--- src/rtl/if_id_stage.sv ---
// if_id_stage: RV32I fetch-side PC, instruction-memory address and IF/ID register with stall/flush handling and stall watchdog
// ports: clk, rst_n (sync active-low); pc_write/if_id_write stall enables; br_taken/br_target redirect;
//        imem_rdata in, imem_addr out; id_pc/id_instr/id_valid to ID; stall_timeout sticky watchdog flag.
// IF_ID_PERF_EN adds perf_stall_cnt and perf_flush_cnt outputs.
module if_id_stage #(
  parameter logic [31:0] RESET_PC  = 32'h0000_0000,
  parameter logic [31:0] NOP_INSTR = 32'h0000_0013,
  parameter int unsigned MAX_STALL = 15
) (
  input  logic        clk,
  input  logic        rst_n,
  input  logic        pc_write,
  input  logic        if_id_write,
  input  logic        br_taken,
  input  logic [31:0] br_target,
  input  logic [31:0] imem_rdata,
  output logic [31:0] imem_addr,
  output logic [31:0] id_pc,
  output logic [31:0] id_instr,
  output logic        id_valid,
  output logic        stall_timeout
`ifdef IF_ID_PERF_EN
  ,
  output logic [31:0] perf_stall_cnt,
  output logic [31:0] perf_flush_cnt
`endif
);
  typedef enum logic [1:0] {RUN, STALL, TIMEOUT} state_t;
  localparam logic [7:0] MAX_C = 8'(MAX_STALL);
  state_t r_state, w_state_nxt;
  logic [7:0] r_cnt, w_cnt_nxt;
  logic [31:0] r_pc, r_id_pc, r_id_instr;
  logic r_id_valid;
  logic w_stall;
  assign w_stall = !pc_write && !br_taken;
  always_comb begin
    w_cnt_nxt = !w_stall ? 8'd0 : r_state == RUN ? 8'd1 : r_cnt == 8'hFF ? r_cnt : r_cnt + 8'd1;
    w_state_nxt = r_state == TIMEOUT ? TIMEOUT : !w_stall ? RUN : w_cnt_nxt >= MAX_C ? TIMEOUT : STALL;
  end
  always_ff @(posedge clk) begin
    if (!rst_n) begin
      r_state    <= RUN;
      r_cnt      <= 8'd0;
      r_pc       <= RESET_PC;
      r_id_pc    <= 32'd0;
      r_id_instr <= NOP_INSTR;
      r_id_valid <= 1'b0;
    end else begin
      r_state <= w_state_nxt;
      r_cnt   <= w_cnt_nxt;
      r_pc    <= br_taken ? br_target : pc_write ? r_pc + 32'd4 : r_pc;
      if (br_taken) begin
        r_id_instr <= NOP_INSTR;
        r_id_valid <= 1'b0;
      end else if (if_id_write) begin
        r_id_instr <= imem_rdata;
        r_id_pc    <= r_pc;
        r_id_valid <= 1'b1;
      end
    end
  end
  assign imem_addr     = r_pc;
  assign id_pc         = r_id_pc;
  assign id_instr      = r_id_instr;
  assign id_valid      = r_id_valid;
  assign stall_timeout = r_state == TIMEOUT;
`ifdef IF_ID_PERF_EN
  logic [31:0] r_perf_stall, r_perf_flush;
  always_ff @(posedge clk) begin
    if (!rst_n) begin
      r_perf_stall <= 32'd0;
      r_perf_flush <= 32'd0;
    end else begin
      r_perf_stall <= r_perf_stall + {31'd0, w_stall};
      r_perf_flush <= r_perf_flush + {31'd0, br_taken};
    end
  end
  assign perf_stall_cnt = r_perf_stall;
  assign perf_flush_cnt = r_perf_flush;
`endif
endmodule
--- config.mk ---
export PLATFORM = sky130hd
export DESIGN_NAME = if_id_stage
export DESIGN_NICKNAME = d
export VERILOG_FILES = /design/src/rtl/if_id_stage.sv
export SDC_FILE = /design/constraint.sdc
export NUM_CORES = 1
export LEC_CHECK = 0
export CORE_MARGIN = 1
export CORE_UTILIZATION = 25
export CTS_CLUSTER_SIZE = 10
export DETAILED_ROUTE_END_ITERATION = 12
export PLACE_DENSITY = 0.57
export SYNTH_ARGS = -nofsm -noshare
export SYNTH_HDL_FRONTEND = slang
export SYNTH_SLANG_ARGS = --single-unit
--- constraint.sdc ---
create_clock -name clk -period 2.42 [get_ports clk]
set_clock_uncertainty 0.2 [all_clocks]
set_input_delay 0.484 -clock clk [delete_from_list [all_inputs] [get_ports clk]]
set_output_delay 0.484 -clock clk [all_outputs]
set_load 0.005 [all_outputs]
==> impl_metrics.tcl <==
set metrics [dict create \
    status "finished, violations left" \
    violations "DRC" \
    yosys_warnings 0 \
    vdd_drop_max_v 0.0003121 \
    routed_wl_mm 14.28 \
    period_needed_ns 2.227 \
    syn_area_um2 4673 \
    diodes 0 \
    setup_violations 0 \
    hold_violations 0 \
    cp-end-kind "flop" \
    mostFrequentLayoutCells "clkdlybuf4s50_1, dfxtp_1, nand2_1" \
    initial_utilization 0.2575 \
    vias_per_cell 4.705 \
    critPathKind "flop to flop" \
    overflow 0 \
    syn_nets 625 \
    cts_tree "done" \
    hold_path_class "flop to flop" \
    hold_buffers 0 \
    worstMarginPinSlew_ns 0.4679 \
    dr.first_iter.drc_count 280 \
    grt_setup_unrepaired "false" \
    rows 49 \
    grt_pass1_wl_mm 22.78 \
    drc 10 \
    grt_max_degree 34 \
    vias 4569 \
    dr.pass1.iters 9 \
    post_cts_buffers 0 \
    synth_seq_area_share 0.4584 \
    path_clk_slew_ns 0.08 \
    dp_slack_ns -0.1258 \
    die_x_um 138.7 \
    ant_nets 0 \
    synth_cells 554 \
    arrival_ns 2.28 \
    fin_crit_sh 0.9204 \
    dpl.hpwl_mm 10.57 \
    yosysUniqueCellTypes 49 \
    core_um2 18150 \
    io_pins 167 \
    cts_buffer_depth 2 \
    power_density_nw_per_um2 563.9 \
    die_h_um 138.7 \
    gp_congestion 0.8258 \
    utilization 0.3927 \
    slew-limit-headroom 0.6860 \
    synth_ff_type "dfxtp_1" \
    synth_edf_count 0 \
    synth.avg_cell_area_um2 8.435 \
    syn_to_final_growth_pct 52.50 \
    avgRoutedWirePerCell_um 14.71 \
    die_area_um2 19240 \
    ys_async_sr_fraction 0 \
    nets 808 \
    finalMaxSlewViolations 0 \
    required_ns 2.47 \
    layout-drive-gt1-share 0.09838 \
    fmax_ghz 0.4490 \
    htree_num_levels 3 \
    antenna_found_initial 0 \
    drv_cap 0 \
    clock-sinks 107 \
    cts_resized 0 \
    clockRootBuffer "clkbuf_16" \
    numCtsBuffers 9 \
    critical_path.max_fanout 11 \
    final_common_cell "clkdlybuf4s50_1" \
    ys_seq_elements 107 \
    start_kind "flop" \
    grt_pass1_vias 4291 \
    postLayoutSetupSlackWorst_ns 0.1927 \
    clk_latency_ns 0.36 \
    port_buffers 166 \
    grt_usage 0.1494 \
    leakagePower_nw 2.617 \
    nFillCells 1860 \
]
[sequential cells by signal (all words and copies together), names as in the netlist]
signal,flops
id_pc,32
id_instr,32
r_state,2
id_valid,1
r_cnt,8
imem_addr,32
[synth_stat cells (all sizes together) (2+ instances only)]
library cell	number	share of area
and4	7	0.013
mux2i	39	0.084
a211oi	3	0.0048
nor4	4	0.0054
ha	2	0.0054
a21oi	47	0.050
or4b	2	0.0051
nor2	61	0.049
nand3b	2	0.0032
nor2b	4	0.0054
nand2	86	0.069
o311a	3	0.0064
xor2	10	0.019
a31oi	4	0.0054
dfxtp	107	0.46
or2	2	0.0027
or3	9	0.012
nor3	10	0.011
o211ai	5	0.0080
a311oi	7	0.013
xnor2	6	0.011
nand4	17	0.025
or4	6	0.012
nand3	17	0.018
clkbuf	34	0.027
and3	5	0.0067
a221o	2	0.0043
o32a	2	0.0043
buf	6	0.0067
o21ai	25	0.027
nand2b	3	0.0040
inv	7	0.0056
[per-stage QoR]
step / instances / setup TNS (ns) / area [um^2] / hold slack [ns] / total power [mW]
after floorplan: 554 / 0 / 4673 / 0.2527 / 2.146
final: 971 / 0 / 7127 / 0.2564 / 4.019
after global routing: 971 / 0 / 7127 / 0.2743 / 4.225
after CTS: 971 / 0 / 7127 / 0.2569 / 4.090
after detailed placement: 955 / -0.4386 / 6818 / 0.2472 / 2.515
after global placement: 955 / -0.2119 / 6818 / 0.2418 / 2.515
[critical path, cell delays in order (launching register included)]
cell and delay [ns]:
dfxtp_1 0.36, nand4_2 0.26, or4_4 0.67, o311a_1 0.37
a221o_1 0.25
[path summary, 6_finish.rpt]
kind,startpoint,end,slack [ns],depth (start not counted)
max,imem_addr[5]$_SDFFE_PN0N_,imem_addr[28]$_SDFFE_PN0N_,0.19,4
min,id_pc[14]$_SDFFE_PN0P_,id_pc[14]$_SDFFE_PN0P_,0.26,2
max reg2reg,imem_addr[5]$_SDFFE_PN0N_,imem_addr[28]$_SDFFE_PN0N_,0.19,4
min reg2reg,id_pc[14]$_SDFFE_PN0P_,id_pc[14]$_SDFFE_PN0P_,0.26,2
[area by class of cell]
class | count | area (um^2) | area share
multi-input cells | 400 | 2349 | 0.3295
inverters | 7 | 26.28 | 0.003687
flip-flops and latches | 107 | 2142 | 0.3006
well taps | 229 | 286.5 | 0.04020
clock inverters | 6 | 70.07 | 0.009831
clock buffers | 10 | 239.0 | 0.03353
repair buffers | 212 | 2014 | 0.2827
[per-layer routing]
metal	part of all wire	vias to the layer above	GRT usage
met5	0	-	0
met4	0.016	0	0.05614
met3	0.062	19	0.03902
met2	0.45	126	0.2343
met1	0.47	2095	0.1967
li1	-	2329	-
[power by group]
group	internal (mW)	switching [mW]
Combinational	0.338	0.241
Clock	0.839	0.710
Sequential	1.83	0.0598
Total	3.01	1.01
[kinds of logic after synthesis]
group / count (synthesis) / synth area share
AOI/OAI and AO/OA: 105 / 0.1352
xor gates and xnor gates: 16 / 0.02999
adders and majority gates: 2 / 0.005354
buffers and inverters: 47 / 0.03962
DFF: 107 / 0.4584
muxes: 39 / 0.08353
and+or+nand+nor: 238 / 0.2479
(Power assumes the default switching activity.)
